**config.mk**
```make
export PLATFORM = sky130hd
export DESIGN_NAME = mips_div_unit
export DESIGN_NICKNAME = d
export VERILOG_FILES = /design/src/rtl/mips_div_unit.sv
export SDC_FILE = /design/constraint.sdc
export NUM_CORES = 1
export LEC_CHECK = 0
export ABC_AREA = 1
export BUFFER_PORTS_ARGS = -buffer_cell sky130_fd_sc_hd__buf_2
export CORE_MARGIN = 3
export CORE_UTILIZATION = 60
export DETAILED_ROUTE_END_ITERATION = 10
export PLACE_DENSITY = 0.9
export SETUP_SLACK_MARGIN = 0.3
export SLEW_MARGIN = 20
export SYNTH_ARGS = -nofsm -noshare
export SYNTH_HDL_FRONTEND = slang
export SYNTH_SLANG_ARGS = --single-unit
```
**constraint.sdc**
```tcl
create_clock -name clk -period 4.75 [get_ports clk]
set_input_delay 1.425 -clock clk [delete_from_list [all_inputs] [get_ports clk]]
set_output_delay 1.425 -clock clk [all_outputs]
set_load 0.05 [all_outputs]
```
**src/rtl/mips_div_unit.sv**
```systemverilog
// ---------------------------------------------------------------------------
// mips_div_unit
// Multi-cycle radix-2 restoring divider for MIPS DIV/DIVU in the E stage.
// Produces {HI=remainder, LO=quotient}, stalls the pipeline while iterating,
// and can be aborted by an exception/branch flush (annul).
//
// Ports:
//   clk          clock
//   rst          synchronous active-high reset
//   start        E-stage instruction is DIV/DIVU (level, held while stalled)
//   is_signed    1 = DIV, 0 = DIVU; sampled with start in IDLE
//   annul        flush; aborts any operation in progress (highest priority)
//   opdata1      dividend (rs), sampled in IDLE
//   opdata2      divisor (rt), sampled in IDLE
//   result       {remainder, quotient}, holds its last value
//   result_valid result holds the answer for the current start
//   stall_req    combinational stall request for E and earlier stages
// ---------------------------------------------------------------------------
module mips_div_unit #(
   parameter int WIDTH = 32,
   parameter int CNT_W = 6
) (
   input  logic               clk,
   input  logic               rst,
   input  logic               start,
   input  logic               is_signed,
   input  logic               annul,
   input  logic [WIDTH-1:0]   opdata1,
   input  logic [WIDTH-1:0]   opdata2,
   output logic [2*WIDTH-1:0] result,
   output logic               result_valid,
   output logic               stall_req
);

   typedef enum logic [1:0] {
      S_IDLE = 2'd0,
      S_ZERO = 2'd1,
      S_CALC = 2'd2,
      S_DONE = 2'd3
   } state_t;

   // Two's-complement negation, used for operand magnitudes and sign fix-up.
   function automatic logic [WIDTH-1:0] neg(input logic [WIDTH-1:0] x);
      return ~x + WIDTH'(1);
   endfunction

   state_t             state_q, state_d;
   logic [CNT_W-1:0]   cnt_q, cnt_d;
   logic [WIDTH-1:0]   rem_q, rem_d;      // partial remainder
   logic [WIDTH-1:0]   dvd_q, dvd_d;      // dividend, shifted out MSB first; quotient shifts in at LSB
   logic [WIDTH-1:0]   dvs_q, dvs_d;      // divisor magnitude
   logic               sign1_q, sign1_d;
   logic               sign2_q, sign2_d;
   logic               signed_q, signed_d;
   logic [2*WIDTH-1:0] result_q, result_d;
   logic               valid_q, valid_d;

   logic [WIDTH:0]     rem_sh_s;          // one extra bit: shifted remainder can reach 2*divisor-1
   logic               ge_s;
   logic [WIDTH-1:0]   rem_nx_s;
   logic [WIDTH-1:0]   quot_nx_s;
   logic [WIDTH-1:0]   quot_fix_s;
   logic [WIDTH-1:0]   rem_fix_s;
   logic [WIDTH-1:0]   mag1_s;
   logic [WIDTH-1:0]   mag2_s;

   assign result       = result_q;
   assign result_valid = valid_q;

   // Next-state, datapath and stall request.
   always_comb begin
      state_d   = state_q;
      cnt_d     = cnt_q;
      rem_d     = rem_q;
      dvd_d     = dvd_q;
      dvs_d     = dvs_q;
      sign1_d   = sign1_q;
      sign2_d   = sign2_q;
      signed_d  = signed_q;
      result_d  = result_q;
      valid_d   = valid_q;
      stall_req = 1'b0;

      mag1_s = (is_signed && opdata1[WIDTH-1]) ? neg(opdata1) : opdata1;
      mag2_s = (is_signed && opdata2[WIDTH-1]) ? neg(opdata2) : opdata2;

      // One restoring step. When ge_s is set the difference is below the
      // divisor, so the low WIDTH bits of the subtraction are exact.
      rem_sh_s  = {rem_q, dvd_q[WIDTH-1]};
      ge_s      = (rem_sh_s >= {1'b0, dvs_q});
      rem_nx_s  = ge_s ? (rem_sh_s[WIDTH-1:0] - dvs_q) : rem_sh_s[WIDTH-1:0];
      quot_nx_s = {dvd_q[WIDTH-2:0], ge_s};

      // Quotient takes the XOR of the signs, remainder the dividend's sign.
      quot_fix_s = (signed_q && (sign1_q ^ sign2_q)) ? neg(quot_nx_s) : quot_nx_s;
      rem_fix_s  = (signed_q && sign1_q) ? neg(rem_nx_s) : rem_nx_s;

      case (state_q)
         S_IDLE: begin
            valid_d = 1'b0;
            if (start && !annul) begin
               stall_req = 1'b1;
               sign1_d   = opdata1[WIDTH-1];
               sign2_d   = opdata2[WIDTH-1];
               signed_d  = is_signed;
               dvs_d     = mag2_s;
               rem_d     = '0;
               cnt_d     = '0;
               if (opdata2 == '0) begin
                  // Divide by zero reports the untouched dividend in HI.
                  dvd_d   = opdata1;
                  state_d = S_ZERO;
               end else begin
                  dvd_d   = mag1_s;
                  state_d = S_CALC;
               end
            end else begin
               state_d = S_IDLE;
            end
         end
         S_ZERO: begin
            stall_req = 1'b1;
            if (annul) begin
               state_d = S_IDLE;
               valid_d = 1'b0;
            end else begin
               result_d = {dvd_q, {WIDTH{1'b1}}};
               valid_d  = 1'b1;
               state_d  = S_DONE;
            end
         end
         S_CALC: begin
            stall_req = 1'b1;
            if (annul) begin
               state_d = S_IDLE;
               valid_d = 1'b0;
            end else begin
               rem_d = rem_nx_s;
               dvd_d = quot_nx_s;
               cnt_d = cnt_q + CNT_W'(1);
               if (cnt_q == CNT_W'(WIDTH - 1)) begin
                  result_d = {rem_fix_s, quot_fix_s};
                  valid_d  = 1'b1;
                  state_d  = S_DONE;
               end else begin
                  state_d = S_CALC;
               end
            end
         end
         S_DONE: begin
            // Hold the answer until the pipeline advances (start drops).
            if (annul || !start) begin
               state_d = S_IDLE;
               valid_d = 1'b0;
            end else begin
               state_d = S_DONE;
            end
         end
         default: begin
            state_d = S_IDLE;
            valid_d = 1'b0;
         end
      endcase
   end

   // State and datapath registers with synchronous reset.
   always_ff @(posedge clk) begin
      if (rst) begin
         state_q  <= S_IDLE;
         cnt_q    <= '0;
         rem_q    <= '0;
         dvd_q    <= '0;
         dvs_q    <= '0;
         sign1_q  <= 1'b0;
         sign2_q  <= 1'b0;
         signed_q <= 1'b0;
         result_q <= '0;
         valid_q  <= 1'b0;
      end else begin
         state_q  <= state_d;
         cnt_q    <= cnt_d;
         rem_q    <= rem_d;
         dvd_q    <= dvd_d;
         dvs_q    <= dvs_d;
         sign1_q  <= sign1_d;
         sign2_q  <= sign2_d;
         signed_q <= signed_d;
         result_q <= result_d;
         valid_q  <= valid_d;
      end
   end

endmodule

```
==> After elaboration in Yosys (flattened, before gate mapping) <==
Index checks and enable logic that the tools add are counted.
{ "word_totals": {"wordCells": 82, "ff_bits": 172, "inputBits": 69, "out_inout_bits": 66} }
{ "op_classes": {"n_lt_le_gt_ge": 1, "n_addsub": 6, "n_bitwise": 5, "reduce_logical": 17, "eq_ne": 10, "mux": 33} }
{ "op_table": {"columns": ["op", "count"], "rows": [
  ["two-way mux 32 bit", 10],
  ["two-way mux 64 bit", 3],
  ["adder 32 x 1 -> 32 bit (second input constant)", 4],
  ["NOT 32 bit", 4],
  ["case mux 32 bit (2 select lines)", 2],
  ["case mux 64 bit (2 select lines)", 1],
  [">= comparator 33 x 32 -> 1 bit", 1],
  ["zero test 32 bit", 1],
  ["subtractor 32 bit", 1],
  ["two-way mux 6 bit", 2],
  ["case mux 6 bit (2 select lines)", 1],
  ["two-way mux 2 bit", 5],
  ["!= test 2 bit (second input constant)", 5],
  ["case mux 2 bit (4 select lines)", 1],
  ["adder 6 x 1 -> 6 bit (second input constant)", 1],
  ["equality test 6 x 5 -> 1 bit (second input constant)", 1],
  ["two-way mux 1 bit", 6],
  ["logical AND 1 bit", 5],
  ["equality test 2 bit (second input constant)", 2],
  ["case mux 1 bit (4 select lines)", 1],
  ["AND reduction 2 bit", 2],
  ["AND reduction 4 bit", 1],
  ["nonzero test 2 bit", 2],
  ["!= test 3 bit (second input constant)", 1],
  ["8 further kinds", 9]
]} }

==> Logic depth before layout (Yosys ltp) <==
{ "logic_depth": {"depth_word": 8, "ltp_mapped": 28, "ltp_nobuf": 28} }

==> Least setup slack after synthesis <==
OpenSTA, ideal clock, no wires.
{ "synth_path": {"path_kind": "input-to-output", "startpoint": "input start", "endpoint": "output stall_req", "setup_slack_ns": 0.107, "path_buffers": 2, "stages": 8, "t_arrival_ns": 3.218, "t_required_ns": 3.325, "path_cell_list": "inv_1 nor2_1 inv_1 nor2_1 inv_1 clkbuf_1 clkbuf_1 a21oi_1"} }
{ "synth_between": {"elab_chain_cells": 3} }
{ "synth_lines": {"columns": ["item", "line", "rtl"], "rows": [
  ["start, declared", "25", "input logic start,"],
  ["logical AND 1 bit", "101", "if (start && !annul) begin"],
  ["two-way mux 1 bit", "101", null],
  ["case mux 1 bit (2 select lines)", "98", "case (state_q)"],
  ["end, declared", "32", "output logic stall_req"]
]} }
Every way passes these cells.

==> Worst setup path in the final report <==
{ "layout_path": {"startpoint": "register dvs_q[15]", "endpoint": "register result_q[28] (netlist: result[28])"} }
{ "layout_between": {"elab_chain_cells": 7} }
{ "layout_lines": {"columns": ["item", "line", "rtl"], "rows": [
  ["start, declared", "51", "logic [WIDTH-1:0] dvs_q, dvs_d;"],
  ["start signal, assigned", "184", "dvs_q <= dvs_d;"],
  [">= comparator 33 x 32 -> 1 bit", "90", "ge_s = (rem_sh_s >= {1'b0, dvs_q});"],
  ["NOT 32 bit", "44", "return ~x + WIDTH'(1);"],
  ["adder 32 x 1 -> 32 bit", "44", null],
  ["two-way mux 32 bit", "95", "quot_fix_s = (signed_q && (sign1_q ^ sign2_q)) ? neg(quot_nx_s) : quot_nx_s;"],
  ["two-way mux 64 bit", "141", "if (cnt_q == CNT_W'(WIDTH - 1)) begin"],
  ["two-way mux 64 bit", "134", "if (annul) begin"],
  ["case mux 64 bit (2 select lines)", "98", null],
  ["end signal, assigned", "188", "result_q <= result_d;"],
  ["end, declared", "55", "logic [2*WIDTH-1:0] result_q, result_d;"]
]} }
Every way passes these cells. The select of a mux whose other input is x is not followed.
A chain may end at the register's enable or synchronous reset.

==> results.py <==
metrics = {
    "detailed_routing": {
        "vias_per_cell": 5.95,
        "antenna_left": 0,
        "drt_iter0_drc": 2148,
        "firstDrtPassIters": 6,
        "drc": 0,
        "route.met3.wl_um": 6130,
        "vias": 15900,
        "wl_met1_um": 20100,
        "highest_layer": "met5",
        "dr_wl_met2_um": 19800,
        "wl_um": 47400,
        "wire_per_inst_um": 17.8,
    },
    "floorplan": {
        "ios": 135,
        "fp.dieH_um": 156,
        "die_w_um": 156,
        "start_util_pct": 61.3,
        "row_count": 54,
        "coreArea_mm2": 0.0220,
        "die_area_mm2": 0.0243,
    },
    "placed_design": {
        "place_area_mm2": 0.0143,
        "dp_hpwl_um": 36200,
        "place_congestion": 1.07,
        "port-buffer-count": 134,
    },
    "power_and_ir_drop": {
        "p_per_area_mw_per_mm2": 267,
        "finalPower_uw": 3970,
        "p_leak_uw": 0.00721,
        "ir_drop_mv": 0.235,
    },
    "global_route": {
        "track_usage_pct": 38.2,
        "overflow": 0,
        "grt_first_pass_wirelength_um": 74200,
        "grt_max_degree": 108,
        "antenna_found_initial": 2,
        "grt_pass1_vias": 14000,
    },
    "clocking": {
        "cts_sinks": 172,
        "cts_root_buf": "clkbuf_16",
        "clk_latency_ns": 0.45,
        "cts_buffers": 17,
        "cts_tree": "built",
        "cts-htree-levels": 4,
        "clk_pin_slew_ns": 0.08,
        "cts_setup_buffers": 0,
        "clock_path_buffers": 2,
    },
    "logic_synthesis": {
        "synth_nets": 2409,
        "seq_area_frac_synth_pct": 25.6,
        "synth_edf_count": 0,
        "synth-async-reset-ratio_pct": 0,
        "synth_cell_types": 49,
        "syn-instance-count": 2297,
        "postSynthAreaPerCell_um2": 5.86,
        "ys_ff_latch": 172,
        "yosys_warnings": 0,
        "syn-cell-area_mm2": 0.0135,
        "synth-main-ff-cell": "dfxtp_1",
    },
    "flow_run": {
        "cap_violations": 0,
    },
    "layout": {
        "final_area_mm2": 0.0149,
        "nets": 2487,
        "area_delta_synth_final_pct": 10.7,
        "nFillCells": 2097,
        "diodes": 0,
        "layout-drive-gt1-share_pct": 10.6,
        "multi_input_area_mm2": 0.00858,
        "final_common_cell": "nand2_1",
        "mostFrequentLayoutCells": "687 x nand2_1, 278 x inv_1, 230 x a21oi_1",
        "regArea_mm2": 0.00344,
    },
    "timing": {
        "fmax_ghz": 0.244,
        "finalSetupViolCount": 0,
        "rsz0062_at_grt": "no",
        "period_needed_ns": 4.09,
        "period_share_pct": 86.2,
        "worstMarginPinSlew_ns": 1.08,
        "relSlewSlack_pct": 27.1,
        "skew_ns": 0.0166,
        "slew_viol_final": 0,
        "hold_viol_final": 0,
        "setup-tns-final_ns": 0,
    },
    "setup_path": {
        "endpoint_kind": "flip-flop",
        "cp-start-kind": "flip-flop",
        "arrival_ns": 4.47,
        "critical_path_class": "reg2reg",
        "critPathMaxFanout": 6,
        "required_ns": 5.13,
    },
    "status": {
        "status": "finished clean",
    },
    "hold_path": {
        "hp-class": "reg2reg",
    },
}
## Yosys cell counts, types with 5 or more instances
cell type	n	area [um2]
or2_2	6	37.5
nand3b_1	7	52.6
ha_1	42	526
o21bai_1	6	45.0
nand2_1	687	2580
o221ai_1	9	78.8
nand4_1	39	244
nor3_1	28	140
dfxtp_1	172	3440
o21ai_0	122	611
nor2_1	226	848
inv_1	278	1040
clkbuf_1	82	308
o31ai_1	9	67.6
nand2_2	13	81.3
nand3_1	138	691
inv_2	13	48.8
o21ai_1	20	100
a31oi_1	15	93.8
a21oi_1	233	1170
nor4_1	6	37.5
buf_1	5	18.8
xor2_1	51	447
o211ai_1	21	158
xnor2_1	15	131
nor2_2	8	50.1
## critical path, cell delays in order, from the launching register on
cell and delay, ns:
dfxtp_1 0.39, inv_1 0.07, ha_1 0.34, nand2_2 0.14
inv_2 0.05, nand2_1 0.06, nand2_1 0.13, o21bai_1 0.22
inv_2 0.08, nand2_2 0.06, nand2_2 0.15, nand2_4 0.07
inv_2 0.06, ha_1 0.18, nand3_1 0.12, nor3_2 0.22
nand3_1 0.17, nor3_2 0.21, nand2_1 0.13, o21ai_1 0.16
inv_1 0.10, a21oi_2 0.18, o21ai_2 0.13, inv_1 0.09
o21ai_0 0.10, a31oi_1 0.17, o31ai_1 0.10, a21oi_1 0.16
## routing by layer
layer,global-route usage (%),vias to the layer above
li1,-,7583
met1,55.8,7206
met2,56.0,977
met3,8.88,109
met4,12.0,2
met5,0,-
## layout make-up
| cell class | count | area share, % |
|---|---|---|
| Sequential cell | 172 | 23.1 |
| Tap cell | 280 | 2.35 |
| Timing Repair Buffer | 155 | 5.58 |
| Multi-Input combinational cell | 1737 | 57.6 |
| Clock buffer | 17 | 2.86 |
| Inverter | 292 | 7.36 |
| Clock inverter | 15 | 1.15 |
## what timing repair did
item	4_1_cts	5_1_grt
setup endpoints to repair	0	4
hold buffers	0	0
resized for setup	0	3
endpoints found under the hold margin	0	0
## stage by stage
| stage | cells | utilization [%] | worst slack (ns) | hold slack (ns) |
|---|---|---|---|---|
| floorplan | 2297 | - | 0.366 | 0.445 |
| global placement | 2636 | 65.1 | 0.718 | 0.435 |
| detailed placement | 2636 | 65.1 | 0.581 | 0.442 |
| CTS | 2668 | 67.8 | 0.535 | 0.455 |
| global route | 2668 | 67.8 | 0.302 | 0.480 |
| finish | 2668 | 67.8 | 0.658 | 0.454 |
## sequential cells by signal (all words and copies together), names as in the netlist, 2 cells and up
name     flops
result      64
dvd_q       32
dvs_q       32
rem_q       32
cnt_q        6
state_q      2
## report_power, final
group          internal, uW  switching (uW)  total (uW)
logic                   289             701         991
registers              1490            46.2        1540
clock network           713             732        1440
total                  2490            1480        3970
## kinds of logic after synthesis
family | count (synthesis) | share of synthesized area (%)
xor gates and xnor gates | 66 | 4.30
and+or+nand+nor | 1178 | 36.8
buffers and inverters | 388 | 11.1
DFF | 172 | 25.6
adders and majority gates | 43 | 4.06
AOI/OAI and AO/OA | 450 | 18.2
## path summary, 6_finish.rpt
path | startpoint | to | cells past startpoint | slack, ns
max | dvs_q[15] | result[28] | 27 | 0.66
min | result_valid | result_valid | 2 | 0.45
min reg2reg | result_valid | result_valid | 2 | 0.45
max reg2reg | dvs_q[15] | result[28] | 27 | 0.66
(Power assumes the default switching activity.)
